===== config.mk =====
export PLATFORM = sky130hd
export DESIGN_NAME = mem_arb_flat
export DESIGN_NICKNAME = d
export VERILOG_FILES = /design/src/rtl/mem_arb_if.sv /design/src/rtl/mem_arb.sv /design/src/flat_wrapper.sv
export SDC_FILE = /design/constraint.sdc
export NUM_CORES = 1
export LEC_CHECK = 0
export BUFFER_PORTS_ARGS = -buffer_cell sky130_fd_sc_hd__buf_2
export CAP_MARGIN = 10
export CELL_PAD_IN_SITES_DETAIL_PLACEMENT = 1
export CELL_PAD_IN_SITES_GLOBAL_PLACEMENT = 1
export CORE_AREA = 3 3 139 141
export DETAILED_ROUTE_END_ITERATION = 10
export DIE_AREA = 0 0 142 144
export HOLD_SLACK_MARGIN = 0.15
export PLACE_DENSITY_LB_ADDON = 0.1
export SYNTH_ARGS = -nofsm -noshare
export SYNTH_HDL_FRONTEND = slang
export SYNTH_SLANG_ARGS = --single-unit

===== constraint.sdc =====
create_clock -name clk -period 1.74 [get_ports clk]
set_input_delay 0.261 -clock clk [delete_from_list [all_inputs] [get_ports clk]]
set_output_delay 0.261 -clock clk [all_outputs]
set_load 0.05 [all_outputs]

===== src/rtl/mem_arb_if.sv =====
`default_nettype none
// ============================================================================
// Module   : mem_arb_if
// Purpose  : Bundles the memory-arbiter signals for the pipeline side (IF and
//            MEM stages, flush, stall) and the RAM side (req/ack port).
// Modports : slave  - the arbiter: takes requests and RAM responses, drives
//                     done pulses, read data, stall, RAM commands and err.
//            master - the environment (pipeline + RAM): the reverse.
// Signals  : if_req/if_addr/if_rdata/if_done        fetch channel
//            mem_req/mem_we/mem_addr/mem_wdata/
//            mem_rdata/mem_done                     load/store channel
//            flush, stall                           pipeline control
//            ram_req/ram_we/ram_addr/ram_wdata/
//            ram_rdata/ram_ack                      RAM port
//            err                                    sticky watchdog timeout
// Revision : 1.0  initial release
// ============================================================================
interface mem_arb_if #(
  parameter int DATA_W = 32
);
  // Fetch channel
  logic              if_req;
  logic [DATA_W-1:0] if_addr;
  logic [DATA_W-1:0] if_rdata;
  logic              if_done;
  // Load/store channel
  logic              mem_req;
  logic              mem_we;
  logic [DATA_W-1:0] mem_addr;
  logic [DATA_W-1:0] mem_wdata;
  logic [DATA_W-1:0] mem_rdata;
  logic              mem_done;
  // Pipeline control
  logic              flush;
  logic              stall;
  // RAM port
  logic              ram_req;
  logic              ram_we;
  logic [DATA_W-1:0] ram_addr;
  logic [DATA_W-1:0] ram_wdata;
  logic [DATA_W-1:0] ram_rdata;
  logic              ram_ack;
  // Status
  logic              err;

  modport slave (
    input  if_req, if_addr, mem_req, mem_we, mem_addr, mem_wdata,
           flush, ram_rdata, ram_ack,
    output if_rdata, if_done, mem_rdata, mem_done, stall,
           ram_req, ram_we, ram_addr, ram_wdata, err
  );

  modport master (
    output if_req, if_addr, mem_req, mem_we, mem_addr, mem_wdata,
           flush, ram_rdata, ram_ack,
    input  if_rdata, if_done, mem_rdata, mem_done, stall,
           ram_req, ram_we, ram_addr, ram_wdata, err
  );
endinterface
`default_nettype wire


===== src/rtl/mem_arb.sv =====
`default_nettype none
// ============================================================================
// Module   : mem_arb
// Purpose  : Single-port memory arbiter for the 5-stage pipeline. Shares one
//            unified instruction/data RAM port between the IF stage and the
//            MEM stage, one access at a time, MEM having strict priority.
//            Returns registered read data with one-cycle done pulses, drives
//            the global pipeline stall, discards fetches killed by flush and
//            flags a RAM that never acknowledges.
// Ports    : clk   - clock, rising edge
//            nrst  - asynchronous active-low reset
//            bus   - mem_arb_if.slave (fetch, load/store, flush/stall,
//                    RAM req/ack port, err)
// Revision : 1.0  initial release
// ============================================================================
module mem_arb #(
  parameter int DATA_W  = 32,
  parameter int TIMEOUT = 64,
  parameter int CNT_W   = 7
) (
  input  wire logic   clk,
  input  wire logic   nrst,
  mem_arb_if.slave    bus
);

  typedef enum logic [1:0] {
    S_IDLE    = 2'd0,
    S_GNT_MEM = 2'd1,
    S_GNT_IF  = 2'd2,
    S_IF_DROP = 2'd3
  } state_t;

  localparam logic [CNT_W-1:0] c_timeout = CNT_W'(TIMEOUT);

  // --------------------------------------------------------------------------
  // Registered state and outputs
  // --------------------------------------------------------------------------
  state_t              r_state;
  logic                r_ram_req;
  logic                r_ram_we;
  logic [DATA_W-1:0]   r_ram_addr;
  logic [DATA_W-1:0]   r_ram_wdata;
  logic [DATA_W-1:0]   r_if_rdata;
  logic [DATA_W-1:0]   r_mem_rdata;
  logic                r_if_done;
  logic                r_mem_done;
  logic                r_err;
  logic [CNT_W-1:0]    r_wd_cnt;

  // Next-state values computed by the combinational process
  state_t              w_state;
  logic                w_ram_req;
  logic                w_ram_we;
  logic [DATA_W-1:0]   w_ram_addr;
  logic [DATA_W-1:0]   w_ram_wdata;
  logic [DATA_W-1:0]   w_if_rdata;
  logic [DATA_W-1:0]   w_mem_rdata;
  logic                w_if_done;
  logic                w_mem_done;
  logic                w_err;
  logic [CNT_W-1:0]    w_wd_cnt;

  // An ack only means something while a request is actually on the port.
  logic                w_ack;
  assign w_ack = bus.ram_ack & r_ram_req;

  // --------------------------------------------------------------------------
  // State / output register
  // --------------------------------------------------------------------------
  always_ff @(posedge clk or negedge nrst) begin
    if (!nrst) begin
      r_state     <= S_IDLE;
      r_ram_req   <= 1'b0;
      r_ram_we    <= 1'b0;
      r_ram_addr  <= '0;
      r_ram_wdata <= '0;
      r_if_rdata  <= '0;
      r_mem_rdata <= '0;
      r_if_done   <= 1'b0;
      r_mem_done  <= 1'b0;
      r_err       <= 1'b0;
      r_wd_cnt    <= '0;
    end else begin
      r_state     <= w_state;
      r_ram_req   <= w_ram_req;
      r_ram_we    <= w_ram_we;
      r_ram_addr  <= w_ram_addr;
      r_ram_wdata <= w_ram_wdata;
      r_if_rdata  <= w_if_rdata;
      r_mem_rdata <= w_mem_rdata;
      r_if_done   <= w_if_done;
      r_mem_done  <= w_mem_done;
      r_err       <= w_err;
      r_wd_cnt    <= w_wd_cnt;
    end
  end

  // --------------------------------------------------------------------------
  // Next-state and next-output logic
  // --------------------------------------------------------------------------
  always_comb begin
    // Defaults: hold everything, done pulses last a single cycle.
    w_state     = r_state;
    w_ram_req   = r_ram_req;
    w_ram_we    = r_ram_we;
    w_ram_addr  = r_ram_addr;
    w_ram_wdata = r_ram_wdata;
    w_if_rdata  = r_if_rdata;
    w_mem_rdata = r_mem_rdata;
    w_if_done   = 1'b0;
    w_mem_done  = 1'b0;

    case (r_state)
      S_IDLE: begin
        // Requests are level signals held until their done pulse; the done
        // qualifier stops a still-held request from being granted twice.
        if (bus.mem_req && !r_mem_done) begin
          w_state     = S_GNT_MEM;
          w_ram_req   = 1'b1;
          w_ram_we    = bus.mem_we;
          w_ram_addr  = bus.mem_addr;
          w_ram_wdata = bus.mem_wdata;
        end else if (bus.if_req && !r_if_done && !bus.flush) begin
          w_state    = S_GNT_IF;
          w_ram_req  = 1'b1;
          w_ram_we   = 1'b0;
          w_ram_addr = bus.if_addr;
        end
      end

      S_GNT_MEM: begin
        if (w_ack) begin
          w_state    = S_IDLE;
          w_ram_req  = 1'b0;
          w_ram_we   = 1'b0;
          w_mem_done = 1'b1;
          // Stores leave the previous load data visible.
          if (!r_ram_we) begin
            w_mem_rdata = bus.ram_rdata;
          end
        end
      end

      S_GNT_IF: begin
        // The RAM access itself always runs to completion; a flush only
        // decides whether the returned word is delivered.
        if (w_ack) begin
          w_state   = S_IDLE;
          w_ram_req = 1'b0;
          w_ram_we  = 1'b0;
          if (!bus.flush) begin
            w_if_done  = 1'b1;
            w_if_rdata = bus.ram_rdata;
          end
        end else if (bus.flush) begin
          w_state = S_IF_DROP;
        end
      end

      S_IF_DROP: begin
        // Killed fetch: wait out the ack and throw the data away.
        if (w_ack) begin
          w_state   = S_IDLE;
          w_ram_req = 1'b0;
          w_ram_we  = 1'b0;
        end
      end

      default: begin
        w_state   = S_IDLE;
        w_ram_req = 1'b0;
        w_ram_we  = 1'b0;
      end
    endcase
  end

  // --------------------------------------------------------------------------
  // Watchdog: counts unacknowledged request cycles. The count saturates at
  // the timeout so it can never wrap back below it while the FSM keeps
  // waiting; err is sticky until reset.
  // --------------------------------------------------------------------------
  always_comb begin
    w_wd_cnt = r_wd_cnt;
    if ((r_state == S_IDLE) || w_ack) begin
      w_wd_cnt = '0;
    end else if (r_ram_req && !bus.ram_ack && (r_wd_cnt != c_timeout)) begin
      w_wd_cnt = r_wd_cnt + 1'b1;
    end
    w_err = r_err | (w_wd_cnt == c_timeout);
  end

  // --------------------------------------------------------------------------
  // Outputs
  // --------------------------------------------------------------------------
  // Stall is combinational so the pipeline freezes in the same cycle a
  // request appears, and releases in the cycle its done pulse is high.
  assign bus.stall     = (bus.mem_req & ~r_mem_done)
                       | (bus.if_req & ~r_if_done & ~bus.flush);
  assign bus.ram_req   = r_ram_req;
  assign bus.ram_we    = r_ram_we;
  assign bus.ram_addr  = r_ram_addr;
  assign bus.ram_wdata = r_ram_wdata;
  assign bus.if_rdata  = r_if_rdata;
  assign bus.if_done   = r_if_done;
  assign bus.mem_rdata = r_mem_rdata;
  assign bus.mem_done  = r_mem_done;
  assign bus.err       = r_err;

endmodule
`default_nettype wire


===== src/flat_wrapper.sv =====
// flat-port wrapper written by rule: the top's interface ports become plain ports
module mem_arb_flat 
#(
  parameter int DATA_W  = 32,
  parameter int TIMEOUT = 64,
  parameter int CNT_W   = 7
)
  (clk, nrst, bus_if_req, bus_if_addr, bus_mem_req, bus_mem_we, bus_mem_addr, bus_mem_wdata, bus_flush, bus_ram_rdata, bus_ram_ack, bus_if_rdata, bus_if_done, bus_mem_rdata, bus_mem_done, bus_stall, bus_ram_req, bus_ram_we, bus_ram_addr, bus_ram_wdata, bus_err);
  mem_arb_if #(.DATA_W(DATA_W)) bus_i ();
  input  wire logic clk;
  input  wire logic nrst;
  input wire logic [$bits(bus_i.if_req)-1:0] bus_if_req;
  input wire logic [$bits(bus_i.if_addr)-1:0] bus_if_addr;
  input wire logic [$bits(bus_i.mem_req)-1:0] bus_mem_req;
  input wire logic [$bits(bus_i.mem_we)-1:0] bus_mem_we;
  input wire logic [$bits(bus_i.mem_addr)-1:0] bus_mem_addr;
  input wire logic [$bits(bus_i.mem_wdata)-1:0] bus_mem_wdata;
  input wire logic [$bits(bus_i.flush)-1:0] bus_flush;
  input wire logic [$bits(bus_i.ram_rdata)-1:0] bus_ram_rdata;
  input wire logic [$bits(bus_i.ram_ack)-1:0] bus_ram_ack;
  output wire logic [$bits(bus_i.if_rdata)-1:0] bus_if_rdata;
  output wire logic [$bits(bus_i.if_done)-1:0] bus_if_done;
  output wire logic [$bits(bus_i.mem_rdata)-1:0] bus_mem_rdata;
  output wire logic [$bits(bus_i.mem_done)-1:0] bus_mem_done;
  output wire logic [$bits(bus_i.stall)-1:0] bus_stall;
  output wire logic [$bits(bus_i.ram_req)-1:0] bus_ram_req;
  output wire logic [$bits(bus_i.ram_we)-1:0] bus_ram_we;
  output wire logic [$bits(bus_i.ram_addr)-1:0] bus_ram_addr;
  output wire logic [$bits(bus_i.ram_wdata)-1:0] bus_ram_wdata;
  output wire logic [$bits(bus_i.err)-1:0] bus_err;
  assign bus_i.if_req = bus_if_req;
  assign bus_i.if_addr = bus_if_addr;
  assign bus_i.mem_req = bus_mem_req;
  assign bus_i.mem_we = bus_mem_we;
  assign bus_i.mem_addr = bus_mem_addr;
  assign bus_i.mem_wdata = bus_mem_wdata;
  assign bus_i.flush = bus_flush;
  assign bus_i.ram_rdata = bus_ram_rdata;
  assign bus_i.ram_ack = bus_ram_ack;
  assign bus_if_rdata = bus_i.if_rdata;
  assign bus_if_done = bus_i.if_done;
  assign bus_mem_rdata = bus_i.mem_rdata;
  assign bus_mem_done = bus_i.mem_done;
  assign bus_stall = bus_i.stall;
  assign bus_ram_req = bus_i.ram_req;
  assign bus_ram_we = bus_i.ram_we;
  assign bus_ram_addr = bus_i.ram_addr;
  assign bus_ram_wdata = bus_i.ram_wdata;
  assign bus_err = bus_i.err;
  mem_arb #(.DATA_W(DATA_W), .TIMEOUT(TIMEOUT), .CNT_W(CNT_W)) u_core (.clk(clk), .nrst(nrst), .bus(bus_i));
endmodule

==> results.ini <==
[status]
outcome = completed

[worst_setup_path]
worstSetupEndpointType = flip-flop
start_kind = flip-flop
required_ns = 2.05
crit_type = reg2reg
arrival_ns = 1.98
critPathMaxFanout = 7

[yosys]
netlist_instances = 428
synth_area_per_cell_um2 = 13.94
synth_top_area_share_pct = 59.58
syn_area_mm2 = 0.005964
netlist_top_cells_area = dfrtp_1 (60%), mux2_2 (12%), mux2_4 (7.3%), mux2i_1 (5.5%), o21ai_0 (3.1%)
synth_top_cell_by_area = dfrtp_1
ys_seq_elements = 142
yosysSeqAreaShare_pct = 59.58
synth_warnings = 0
yosysUniqueCellTypes = 47
synth_nets = 565

[sta]
fmax_mhz = 598.7
clock_skew_ns = 0.01207
maxSlewHeadroom_pct = 66.66
fin_crit_ns = 1.670
worst_slew_pin_slew_ns = 0.4968
finalSetupViolations = 0
setup_tns_ns = 0
whs_ns = 0.1455
min_period_over_period_pct = 95.99
slew_viol_final = 0
rsz0062_at_grt = yes
hold_viol_final = 0

[cells_and_area]
nFillCells = 1913
final_common_cell = buf_2
area_growth_pct = 60.96
layout.nets = 962
layout_common_cells = buf_2 (266), dfrtp_1 (138), dlygate4sd3_1 (96), mux2_4 (49), mux2_2 (46)
drive_above_1_share_pct = 53.88
layout.cells.non_filler = 1067
final_area_mm2 = 0.009600

[floorplan]
fp.dieH_um = 144
coreArea_mm2 = 0.01809
initial_core_util_pct = 32.98
row_count = 49
die_x_um = 142
dieArea_mm2 = 0.02045
ios = 269

[grt]
grt_max_degree = 67
grt_pass1_vias = 5499
antenna_found_initial = 0
grt_overflow_total = 0
grt_usage_pct = 18.62
grt_pass1_wl_um = 29640

[clocking]
cts_sinks = 142
cts_buffers = 17
cts-root-buf = clkbuf_16
clk_pin_slew_ns = 0.07
cts_tree = built
clock_latency_ns = 0.42
htreeDepth = 4
cts_buffer_depth = 2

[placement]
port_buffers = 268
dp_cells = 924
dp_hpwl_um = 13070
gp_congestion = 0.8158
dpl-instance-area_mm2 = 0.007818

[power]
powerDensity_mw_per_mm2 = 2073
leakage_nw = 4.894
p_total_mw = 19.90
ir_drop_v = 0.001350

[route]
vias = 4917
drt_iter0_drc = 143
viasPerCell = 4.608
postRouteAntennaNets = 0
wl_per_cell_um = 17.97
routed_wl_um = 19170
drc = 0
dr.pass1.iters = 4

[min_path]
worstHoldPathType = in2reg

[job]
maxCapViolations = 0

[cell type report]
class                   count  area (um2)  area share [%]
clock inverters            13       153.9           1.603
well taps                 229       286.5           2.984
flip-flops and latches    142        3558           37.06
inverters                   7       26.28          0.2737
diodes                      1       2.502         0.02607
clock buffers              18       439.2           4.574
repair buffers            403        2774           28.89
multi-input cells         254        2360           24.58
[flip-flops by register name, summed over array words and instances (netlist names), 2 cells and up]
signal	count
u_core.bus.ram_wdata	32
u_core.r_state	2
u_core.bus.mem_rdata	32
u_core.r_wd_cnt	7
u_core.bus.if_rdata	32
u_core.bus.ram_addr	32
[power by group]
group	total (mW)	switching (mW)	internal, mW
registers	5.62	0.815	4.81
clock network	3.66	1.48	2.17
logic	10.6	7.38	3.24
[path summary, 6_finish.rpt]
kind	end	cells after the start	startpoint	slack, ns
max	u_core.bus.err	5	u_core.bus.ram_req	0.07
min	u_core.bus.ram_addr[19]	3	bus_if_addr[19]	0.15
max reg2reg	u_core.bus.err	5	u_core.bus.ram_req	0.07
min reg2reg	u_core.bus.err	2	u_core.bus.err	0.46
max in group asynchronous	u_core.bus.mem_done	3	nrst	0.75
min in group asynchronous	u_core.bus.mem_rdata[12]	2	nrst	0.35
[critical path: stages, from the launching register on]
cell and delay, ns:
dfrtp_2 0.36, buf_4 0.14, nand4b_1 0.19, or3_1 0.37, a21o_1 0.19, o41ai_2 0.32
[cell families (layout without fill, tap and decap cells)]
logic type,after synthesis,in the layout,synth area share [%]
buffers and inverters,32,441,3.231
multiplexers,129,129,25.49
AO/OA/AOI/OAI,53,53,5.286
adder cells (fa/ha/maj),2,2,0.4195
XOR/XNOR,3,3,0.4406
other,0,1,0
flip-flops,142,142,59.58
AND/OR/NAND/NOR,67,67,5.559
[synthesized netlist by cell type, drive strengths merged]
| master | number |
|---|---|
| a311o | 1 |
| nor4 | 1 |
| nand2b | 2 |
| nor2 | 7 |
| a211o | 1 |
| o311a | 1 |
| mux2i | 33 |
| or3 | 2 |
| or4b | 1 |
| nand3 | 3 |
| a211oi | 1 |
| xor2 | 1 |
| nor4b | 1 |
| a31oi | 1 |
| or2 | 2 |
| a2bb2oi | 1 |
| buf | 13 |
| a22o | 1 |
| nor2b | 2 |
| o31ai | 2 |
| inv | 7 |
| a21o | 3 |
| o21ai | 38 |
| dfrtp | 142 |
| nand2 | 38 |
| ha | 2 |
| mux2 | 96 |
| nand3b | 2 |
| clkbuf | 12 |
| nand4b | 1 |
| nand4 | 1 |
| nor3b | 2 |
| a21oi | 2 |
| or2b | 1 |
| xnor2 | 2 |
| and2 | 1 |
| o41ai | 1 |
[per-stage QoR]
stage               setup WS, ns  utilization [%]
floorplan                -0.1340                -
global placement        -0.01980            43.22
detailed placement      -0.07151            43.22
CTS                     -0.02467            52.33
global route            -0.04829            53.07
finish                   0.06973            53.08
[per-layer routing]
metal / global-route usage, % / wire length, um / up-vias
li1: - / - / 2295
met3: 5.952 / 1346 / 31
met2: 32.70 / 9821 / 189
met4: 6.566 / 429 / 0
met1: 21.42 / 7573 / 2402
met5: 0 / 0 / -
[what timing repair did]
item | 4_1_cts | 5_1_grt
setup endpoints to repair | 31 | 10
pin swaps | 0 | 2
cloned | 2 | 1
hold endpoints to repair | 159 | 0
hold buffers | 97 | 0
gates resized for setup | 3 | 10
setup buffers | 1 | 11
(Power assumes the default switching activity.)
